<file path="src/rtl/alu_core.sv">
// Registered ALU: single-cycle arithmetic/logic results, two-cycle multiply,
// and a bounded wait for operands that arrive on different cycles.
module alu_core #(
    parameter int WIDTH   = 8,
    parameter int CWIDTH  = 4,
    parameter int TIMEOUT = 16
) (
    input  logic              CLK,
    input  logic              RST,
    input  logic              CE,
    input  logic [1:0]        INP_VALID,
    input  logic              MODE,
    input  logic [CWIDTH-1:0] CMD,
    input  logic              CIN,
    input  logic [WIDTH-1:0]  OPA,
    input  logic [WIDTH-1:0]  OPB,
    output logic [WIDTH+1:0]  RES,
    output logic              COUT,
    output logic              OFLOW,
    output logic              E,
    output logic              G,
    output logic              L,
    output logic              ERR
);
    localparam int SHW  = $clog2(WIDTH);
    localparam int CNTW = $clog2(TIMEOUT + 1);

    typedef struct packed {
        logic [WIDTH+1:0] res;
        logic             cout;
        logic             oflow;
        logic             e;
        logic             g;
        logic             l;
        logic             err;
    } out_t;

    typedef enum logic [1:0] {S_IDLE, S_WAIT, S_MUL} state_t;

    state_t            r_state;
    logic [CNTW-1:0]   r_cnt;
    logic [CWIDTH-1:0] r_cmd;
    logic              r_mode;
    logic              r_cin;
    out_t              r_out;
    out_t              r_pend;

    logic [CWIDTH-1:0]     w_cmd;
    logic                  w_mode;
    logic                  w_cin;
    int                    w_op;
    logic                  w_legal;
    logic                  w_two_op;
    logic                  w_need_a;
    logic                  w_need_b;
    logic                  w_is_mul;
    logic [WIDTH:0]        w_a1;
    logic [WIDTH:0]        w_b1;
    logic [WIDTH:0]        w_ci;
    logic [WIDTH:0]        w_sum;
    logic [WIDTH:0]        w_diff;
    logic [WIDTH:0]        w_u;
    logic [WIDTH:0]        w_step;
    logic [WIDTH:0]        w_ma;
    logic [WIDTH:0]        w_mb;
    logic [2*WIDTH+1:0]    w_prod;
    logic [SHW-1:0]        w_amt;
    logic                  w_rot_bad;
    logic [WIDTH-1:0]      w_lres;
    out_t                  w_out;

    function automatic logic f_ovf(input logic a_msb, input logic b_msb,
                                   input logic r_msb, input logic sub);
        if (sub)
            return (a_msb != b_msb) && (r_msb != a_msb);
        return (a_msb == b_msb) && (r_msb != a_msb);
    endfunction

    function automatic out_t f_err();
        out_t o;
        o     = '0;
        o.err = 1'b1;
        return o;
    endfunction

    // While waiting for the second operand the command captured at entry is used.
    always_comb begin
        w_cmd     = (r_state == S_WAIT) ? r_cmd  : CMD;
        w_mode    = (r_state == S_WAIT) ? r_mode : MODE;
        w_cin     = (r_state == S_WAIT) ? r_cin  : CIN;
        w_op      = int'(w_cmd);
        w_a1      = {1'b0, OPA};
        w_b1      = {1'b0, OPB};
        w_ci      = (WIDTH+1)'(w_cin && (w_op == 2 || w_op == 3));
        w_sum     = w_a1 + w_b1 + w_ci;
        w_diff    = w_a1 - w_b1 - w_ci;
        w_u       = (w_op == 4 || w_op == 5) ? w_a1 : w_b1;
        w_step    = (w_op == 4 || w_op == 6) ? w_u + (WIDTH+1)'(1) : w_u - (WIDTH+1)'(1);
        w_ma      = (w_op == 9) ? w_a1 + (WIDTH+1)'(1) : {OPA, 1'b0};
        w_mb      = (w_op == 9) ? w_b1 + (WIDTH+1)'(1) : w_b1;
        w_prod    = (2*WIDTH+2)'(w_ma) * (2*WIDTH+2)'(w_mb);
        w_amt     = OPB[SHW-1:0];
        w_rot_bad = |OPB[WIDTH-1:SHW];
        w_legal   = 1'b1;
        w_two_op  = 1'b0;
        w_need_a  = 1'b0;
        w_need_b  = 1'b0;
        w_is_mul  = 1'b0;
        w_lres    = '0;
        w_out     = '0;
        if (w_mode) begin
            case (w_op)
                0, 2: begin
                    w_two_op    = 1'b1;
                    w_out.res   = {1'b0, w_sum};
                    w_out.cout  = w_sum[WIDTH];
                    w_out.oflow = f_ovf(OPA[WIDTH-1], OPB[WIDTH-1], w_sum[WIDTH-1], 1'b0);
                end
                1, 3: begin
                    w_two_op    = 1'b1;
                    w_out.res   = {1'b0, w_diff};
                    w_out.cout  = w_diff[WIDTH];
                    w_out.oflow = f_ovf(OPA[WIDTH-1], OPB[WIDTH-1], w_diff[WIDTH-1], 1'b1);
                end
                4, 5, 6, 7: begin
                    w_need_a   = (w_op == 4 || w_op == 5);
                    w_need_b   = (w_op == 6 || w_op == 7);
                    w_out.res  = {1'b0, w_step};
                    w_out.cout = w_step[WIDTH];
                end
                8: begin
                    w_two_op = 1'b1;
                    w_out.e  = (OPA == OPB);
                    w_out.g  = (OPA > OPB);
                    w_out.l  = (OPA < OPB);
                end
                9, 10: begin
                    w_two_op    = 1'b1;
                    w_is_mul    = 1'b1;
                    w_out.res   = w_prod[WIDTH+1:0];
                    w_out.oflow = |w_prod[2*WIDTH+1:WIDTH+2];
                end
                default: begin
                    w_legal = 1'b0;
                    w_out   = f_err();
                end
            endcase
        end else begin
            case (w_op)
                0:  w_lres = OPA & OPB;
                1:  w_lres = ~(OPA & OPB);
                2:  w_lres = OPA | OPB;
                3:  w_lres = ~(OPA | OPB);
                4:  w_lres = OPA ^ OPB;
                5:  w_lres = ~(OPA ^ OPB);
                6:  w_lres = ~OPA;
                7:  w_lres = ~OPB;
                8:  w_lres = OPA >> 1;
                9:  w_lres = OPA << 1;
                10: w_lres = OPB >> 1;
                11: w_lres = OPB << 1;
                12: w_lres = (OPA << w_amt) | (OPA >> (WIDTH - int'(w_amt)));
                13: w_lres = (OPA >> w_amt) | (OPA << (WIDTH - int'(w_amt)));
                default: w_legal = 1'b0;
            endcase
            w_two_op = (w_op <= 5) || (w_op == 12) || (w_op == 13);
            w_need_a = (w_op == 6) || (w_op == 8) || (w_op == 9);
            w_need_b = (w_op == 7) || (w_op == 10) || (w_op == 11);
            if (!w_legal || ((w_op == 12 || w_op == 13) && w_rot_bad))
                w_out = f_err();
            else
                w_out.res = {2'b00, w_lres};
        end
    end

    always_ff @(posedge CLK) begin
        if (RST || !CE) begin
            r_state <= S_IDLE;
            r_cnt   <= '0;
            r_out   <= '0;
        end else begin
            case (r_state)
                S_IDLE: begin
                    if (INP_VALID != 2'b00) begin
                        if (w_legal && w_two_op && INP_VALID != 2'b11) begin
                            r_cmd   <= CMD;
                            r_mode  <= MODE;
                            r_cin   <= CIN;
                            r_cnt   <= CNTW'(1);
                            r_state <= S_WAIT;
                        end else if (w_legal && !w_two_op &&
                                     ((w_need_a && !INP_VALID[0]) || (w_need_b && !INP_VALID[1]))) begin
                            r_out <= f_err();
                        end else if (w_legal && w_is_mul) begin
                            r_pend  <= w_out;
                            r_state <= S_MUL;
                        end else begin
                            r_out <= w_out;
                        end
                    end
                end
                S_WAIT: begin
                    if (r_cnt == CNTW'(TIMEOUT)) begin
                        r_out   <= f_err();
                        r_cnt   <= '0;
                        r_state <= S_IDLE;
                    end else if (INP_VALID == 2'b11) begin
                        r_cnt <= '0;
                        if (w_is_mul) begin
                            r_pend  <= w_out;
                            r_state <= S_MUL;
                        end else begin
                            r_out   <= w_out;
                            r_state <= S_IDLE;
                        end
                    end else begin
                        r_cnt <= r_cnt + CNTW'(1);
                    end
                end
                default: begin
                    r_out   <= r_pend;
                    r_state <= S_IDLE;
                end
            endcase
        end
    end

    assign RES   = r_out.res;
    assign COUT  = r_out.cout;
    assign OFLOW = r_out.oflow;
    assign E     = r_out.e;
    assign G     = r_out.g;
    assign L     = r_out.l;
    assign ERR   = r_out.err;

endmodule

</file>
<file path="config.mk">
export PLATFORM = sky130hd
export DESIGN_NAME = alu_core
export DESIGN_NICKNAME = d
export VERILOG_FILES = /design/src/rtl/alu_core.sv
export SDC_FILE = /design/constraint.sdc
export NUM_CORES = 1
export LEC_CHECK = 0
export ABC_CLOCK_PERIOD_IN_PS = 10700
export BUFFER_PORTS_ARGS = -buffer_cell sky130_fd_sc_hd__buf_2
export CAP_MARGIN = 20
export CORE_MARGIN = 1.5
export CORE_UTILIZATION = 47
export CTS_CLUSTER_DIAMETER = 50
export DETAILED_ROUTE_END_ITERATION = 6
export PLACE_DENSITY = 0.71
export SLEW_MARGIN = 20
export SYNTH_ARGS = -nofsm -noshare
export SYNTH_HDL_FRONTEND = slang
export SYNTH_SLANG_ARGS = --single-unit
</file>
<file path="constraint.sdc">
create_clock -name CLK -period 10.7 [get_ports CLK]
set_input_delay 2.14 -clock CLK [delete_from_list [all_inputs] [get_ports CLK]]
set_output_delay 2.14 -clock CLK [all_outputs]
set_load 0.05 [all_outputs]
</file>
==> results_dict.tcl, run 1 <==
set metrics [dict create \
    met1_length_mm 11.7 \
    synth_top_family_by_area "adder cells" \
    outcome "finished, violations left" \
    final_area_mm2 0.00919 \
    clock_skew_ns 0.00821 \
    vdd_ir_drop_max_uv 57.7 \
    required_ns 10.73 \
    ys.flop_type "dfxtp_1" \
    arrival_ns 8.74 \
    synthAdderAreaFrac_pct 25.3 \
    slew_viol_final 0 \
    syn_inst 1097 \
    wl_mm 27.2 \
    synth-compound-area-share_pct 24.2 \
    synth-seq-cells 45 \
    cts-root-buf "clkbuf_16" \
    ys_seq_area_share_pct 12.8 \
    reg2reg_from "r_state[0]$_SDFFE_PP0P_" \
    synthesis.area_mm2 0.00874 \
    grt_pass1_vias 7992 \
    ys_types 87 \
    htreeDepth 2 \
    hold-worst-slack_ns 0.447 \
    cts_buffers 5 \
    antenna_cells 0 \
    io-pin-count 43 \
    die_w_um 139 \
    ctsResizeCount 0 \
    synth.area.mux_share_pct 7.35 \
    vias 8460 \
    dieArea_mm2 0.0194 \
    power.total_uw 1040 \
    dr.pass1.iters 7 \
    grt_antenna_before_repair 0 \
    cts_tree "done" \
    worst_slew_pin_slew_ns 1.10 \
    instances_no_fill 1328 \
    drc_errors 12 \
    numPlacedInstances 1320 \
    met3_wirelength_mm 2.61 \
    yosysWarnings 0 \
    synthTopCellsByCount "124 x nand2_1, 118 x inv_1, 89 x ha_1, 79 x nor2_1, 60 x a21oi_1" \
    ant_nets 0 \
    initial_core_util_pct 48.3 \
    ff2ff_setup_slack_ns 3.14 \
    place_congestion 1.00 \
    power_density_mw_per_mm2 113 \
    setup_viol 0 \
    holdBufCountCts 0 \
    netlist.top_cell.by_area "ha_1" \
    post_route_cells_drive_above_1_share_pct 9.74 \
    worstHoldStart "ERR$_SDFFE_PP0P_" \
    area_growth_pct 5.16 \
    synth_most_common_cell "nand2_1" \
    cts.clk_slew.worst_paths_ns 0.07 \
    fin_crit_sh_pct 81.4 \
    hold_class "reg2reg" \
    hold_viol 0 \
    relSlewSlack_pct 26.4 \
    numClockSinks 45 \
    rows 49 \
    grt_max_degree 41 \
    met2_length_mm 12.0 \
    grt.overflow.total 0 \
    async_reset_ff_share_pct 0 \
    setup_tns_ns 0 \
    leakagePower_uw 0.00405 \
    postCtsSetupBuffers 0 \
    hpwl_mm 20.4 \
    num-fill-cells 1752 \
    hold_end "ERR$_SDFFE_PP0P_" \
    synth_simple_gate_area_share_pct 18.1 \
    critPathKind "in2reg" \
    max_freq_ghz 0.115 \
    crit_path_start_kind "input pin" \
    violations "DRC" \
    netlist_top_cells_area "ha_1 13%, fa_1 13%, edfxtp_1 7.6%, nand2_1 5.3%, dfxtp_1 5.3%" \
    worstReg2RegEnd "r_pend[4]$_DFFE_PP_" \
    period_minus_slack_ns 8.71 \
    cp_max_fo 26 \
    grt_usage_pct 27.7 \
    rsz0062_at_grt "no" \
    max_cap_violations 0 \
    via_per_inst 6.37 \
    port_buffers 42 \
    place_area_mm2 0.00904 \
    synth.top_cell.area_share_pct 12.7 \
    holdPathStages 2 \
    drtIter0Drc 1072 \
    syn_nets 1268 \
    die_h_um 139 \
    synth_edf_count 22 \
    highest_layer "met4" \
    end_kind "flip-flop" \
    insertion_delay_ns 0.29 \
    layout.nets 1269 \
    avgSynthCellArea_um2 7.96 \
    synth_xor_area_share_pct 3.59 \
    clockBufferDepth 2 \
    core_area_mm2 0.0181 \
    wire_per_inst_um 20.5 \
    grt_pass1_wl_mm 43.4 \
    reg2reg_depth 22 \
]
[kinds of logic after synthesis]
family / after synthesis
AO/OA/AOI/OAI: 309
XOR/XNOR: 35
adder cells (fa/ha/maj): 144
buffers and inverters: 181
flip-flops: 45
multiplexers: 51
AND/OR/NAND/NOR: 332
[worst max-delay path by stage]
stage | start | cells after the start | slack, ns | end
after floorplan | OPB[0] | 25 | 2.67 | r_pend[4]$_DFFE_PP_
after global placement | OPB[1] | 22 | 1.98 | r_pend[4]$_DFFE_PP_
after detailed placement | OPB[1] | 22 | 1.82 | r_pend[4]$_DFFE_PP_
after CTS | OPB[1] | 22 | 2.10 | r_pend[4]$_DFFE_PP_
after global routing | OPB[1] | 22 | 1.42 | r_pend[4]$_DFFE_PP_
final | OPB[1] | 22 | 1.99 | r_pend[4]$_DFFE_PP_
[where the power goes]
part	total [uW]	internal, uW	switching [uW]	leakage (uW)
Clock	153	86.8	65.7	0.0000738
Sequential	189	186	3.00	0.000379
Combinational	699	274	425	0.00359
[sequential cells by signal, indices dropped and copies added, names as in the netlist, 2 cells and up]
signal,flops
r_pend,16
RES,10
r_cnt,5
r_cmd,4
r_state,2
[through the flow]
step	util, %	worst slack, ns
2_1_floorplan	-	2.67
3_3_place_gp	50.0	1.98
3_5_place_dp	50.0	1.82
4_1_cts	50.8	2.10
5_1_grt	50.8	1.42
6_report	50.8	1.99
[cells in the final DEF (no fill, tap or decap), types with 5 or more instances in the layout]
cell       synthesis  final
nor2_1            79     79
nor2b_1            6      6
o21ai_0           57     57
xnor2_1           21     21
nand2_1          124    124
inv_1            118    118
a21oi_1           60     60
a21o_1            16     16
o221ai_1           7      7
nand3_1           31     31
nand2b_1          10     10
dfxtp_1           23     23
a22oi_1           26     26
clkbuf_16          0      5
mux4_2             8      8
a31oi_1           14     13
buf_4              6     11
a221o_1            5      5
a222oi_1           6      6
nand4_1            9      9
o211ai_1          11     11
o21ai_1            6      6
o2bb2ai_1          7      7
nor4_1             6      5
mux2i_1           28     28
fa_1              55     55
a211oi_1           7      7
xor2_1            13     13
o22ai_1           23     23
mux2_2            11     11
buf_2             12     42
ha_1              89     89
and2_1            18     18
a221oi_1           6      6
edfxtp_1          22     22
nor3_1            16     16
[layer usage]
metal,global-route usage [%],up-vias
li1,-,3936
met1,38.5,3967
met2,44.2,463
met3,4.09,94
met4,9.35,0
met5,0,-
[critical path, cell delays in order]
cell,delay [ns]
buf_2,0.40
clkinv_1,0.57
ha_1,0.82
nand2_1,0.12
o21ai_1,0.34
nand2_1,0.16
fa_1,0.55
inv_1,0.05
fa_1,0.45
ha_1,0.29
inv_1,0.05
fa_1,0.52
inv_1,0.07
fa_1,0.45
a21o_1,0.17
a21o_1,0.20
a2111oi_0,0.43
o21bai_1,0.15
a21boi_0,0.28
nor4b_1,0.09
nor4b_1,0.32
a21oi_1,0.11
[area by class of cell]
class / count / area, um2 / share of cell area [%]
inverter: 122 / 458 / 4.98
clock buffer: 5 / 125 / 1.36
sequential: 45 / 1120 / 12.2
timing repair buffer: 53 / 293 / 3.19
clock inverter: 3 / 22.5 / 0.245
multi-input combinational: 871 / 6880 / 74.9
tap: 229 / 287 / 3.12
Power figures use the tool's default switching activity.
==> run 2, diff against run 1 <==
--- a/config.mk
+++ b/config.mk
@@ -5,7 +5,7 @@
 export SDC_FILE = /design/constraint.sdc
 export NUM_CORES = 1
 export LEC_CHECK = 0
-export ABC_CLOCK_PERIOD_IN_PS = 10700
+export ABC_CLOCK_PERIOD_IN_PS = 9100
 export BUFFER_PORTS_ARGS = -buffer_cell sky130_fd_sc_hd__buf_2
 export CAP_MARGIN = 20
 export CORE_MARGIN = 1.5
==> constraint.sdc (replaced) <==
create_clock -name CLK -period 9.1 [get_ports CLK]
set_input_delay 1.82 -clock CLK [delete_from_list [all_inputs] [get_ports CLK]]
set_output_delay 1.82 -clock CLK [all_outputs]
set_load 0.05 [all_outputs]
==> results_dict.tcl, run 2 (same netlist as run 1, synthesis figures left out) <==
set metrics [dict create \
    worst_slack_ns 0.933 \
    max_cap_violations 0 \
    end_kind "flip-flop" \
    period_minus_slack_ns 8.17 \
    setup_viol 0 \
    cp_slowest_cell "o211ai_1" \
    post_route_cells_drive_above_1_share_pct 10.6 \
    instances_no_fill 1337 \
    violations "DRC" \
    leakagePower_uw 0.00408 \
    cp_max_fo 17 \
    port_buffers 42 \
    vdd_ir_drop_max_uv 57.5 \
    wire_per_inst_um 20.1 \
    rsz0062_at_grt "no" \
    insertion_delay_ns 0.29 \
    regMostFlops "r_pend" \
    area_growth_pct 5.96 \
    hold_class "reg2reg" \
    hpwl_mm 20.3 \
    rows 49 \
    power_density_mw_per_mm2 132 \
    pre_cts_slack_ns 0.725 \
    slew_viol_final 0 \
    crit_path_start_kind "input pin" \
    final_common_cell "nand2_1" \
    largest_register_ff_count 16 \
    die_h_um 139 \
    holdBufCountCts 0 \
    grt_antenna_before_repair 0 \
    crit_chain "buf_2, clkinv_1, nor4_1, nand2_1, o211ai_1, nand2_1, fa_1, inv_1, fa_1, ha_1, inv_1, fa_1, inv_1, fa_1, a21o_1, a21o_1, a2111oi_0, o21bai_1, a21boi_0, nor4b_1, nor4b_1, a21oi_1" \
    numPlacedInstances 1329 \
    ant_nets 0 \
    cts_tree "done" \
    numClockSinks 45 \
    die_w_um 139 \
    cts-root-buf "clkbuf_16" \
    cts_buffers 5 \
    dieArea_mm2 0.0194 \
    final_cell_mix "124 x nand2_1, 118 x inv_1, 89 x ha_1, 79 x nor2_1, 60 x a21oi_1" \
    htreeDepth 2 \
    layout.nets 1278 \
    relSlewSlack_pct 32.8 \
    wl_mm 26.8 \
    clockBufferDepth 2 \
    drc_errors 7 \
    outcome "finished, violations left" \
    setup_tns_ns 0 \
    core_area_mm2 0.0181 \
    seq_area_mm2 0.00112 \
    max_freq_ghz 0.122 \
    worst_slew_pin_slew_ns 1.00 \
    place_congestion 0.992 \
    dr.pass1.iters 7 \
    cts.clk_slew.worst_paths_ns 0.07 \
    via_per_inst 6.35 \
    grt_pass1_vias 7996 \
    num-fill-cells 1733 \
    grt_max_degree 30 \
    multi_input_area_mm2 0.00689 \
    drtIter0Drc 1120 \
    critPathKind "in2reg" \
    postCtsSetupBuffers 0 \
    io-pin-count 43 \
    fin_crit_sh_pct 89.8 \
    hold_viol 0 \
    critPathMaxStageDelay_ns 0.67 \
    required_ns 9.13 \
    power.total_uw 1220 \
    ctsResizeCount 0 \
    initial_core_util_pct 48.3 \
    arrival_ns 8.20 \
    grt_usage_pct 27.5 \
    hold-worst-slack_ns 0.460 \
    grt_pass1_wl_mm 43.2 \
    clock_skew_ns 0.00555 \
    grt.overflow.total 0 \
    antenna_cells 0 \
    vias 8494 \
    crit_top_cell "fa_1" \
]
run 2: cell count changes in the layout (fill, tap and decap cells not counted):
cell	change
buf_4	+9
clkinv_4	-2
clkinvlp_4	+1
inv_6	+1
mux2i_1	-1
mux2i_2	+1
run 2: final timing paths:
kind / startpoint / endpoint / slack [ns] / cells past startpoint
max reg2reg: r_state[0]$_SDFFE_PP0P_ / r_pend[4]$_DFFE_PP_ / 1.70 / 24
min reg2reg: ERR$_SDFFE_PP0P_ / ERR$_SDFFE_PP0P_ / 0.46 / 2
min: ERR$_SDFFE_PP0P_ / ERR$_SDFFE_PP0P_ / 0.46 / 2
max: OPA[1] / r_pend[4]$_DFFE_PP_ / 0.93 / 22
run 2: per-stage QoR:
| step | instance area (um2) | util (%) |
|---|---|---|
| global placement | 9110 | 50.4 |
| floorplan | 8740 | - |
| global route | 9260 | 51.2 |
| detailed placement | 9110 | 50.4 |
| finish | 9260 | 51.2 |
| CTS | 9250 | 51.2 |
run 2: area by class of cell:
| cell class | count | share of cell area [%] |
|---|---|---|
| multi-input combinational | 871 | 74.4 |
| sequential | 45 | 12.1 |
| inverter | 122 | 4.95 |
| timing repair buffer | 62 | 3.89 |
| tap | 229 | 3.10 |
| clock buffer | 5 | 1.35 |
| clock inverter | 3 | 0.230 |
run 2: critical path: cells and delay by family:
family / cells / cell delay (ns)
adders and majority gates: 5 / 2.27
AOI/OAI and AO/OA: 7 / 2.02
and+or+nand+nor: 5 / 1.21
buffers and inverters: 5 / 0.87
run 2: per-layer routing:
layer  global-route usage (%)  wire length (um)
met4                     10.8              1040
met1                     38.5             11400
met3                     4.37              2810
met5                        0                 0
met2                     42.5             11600
run 2: report_power, final:
group / switching [uW] / internal, uW / leakage [uW]
clock: 80.8 / 102 / 0.0000702
sequential: 3.49 / 219 / 0.000379
combinational: 491 / 325 / 0.00363
total: 575 / 647 / 0.00408
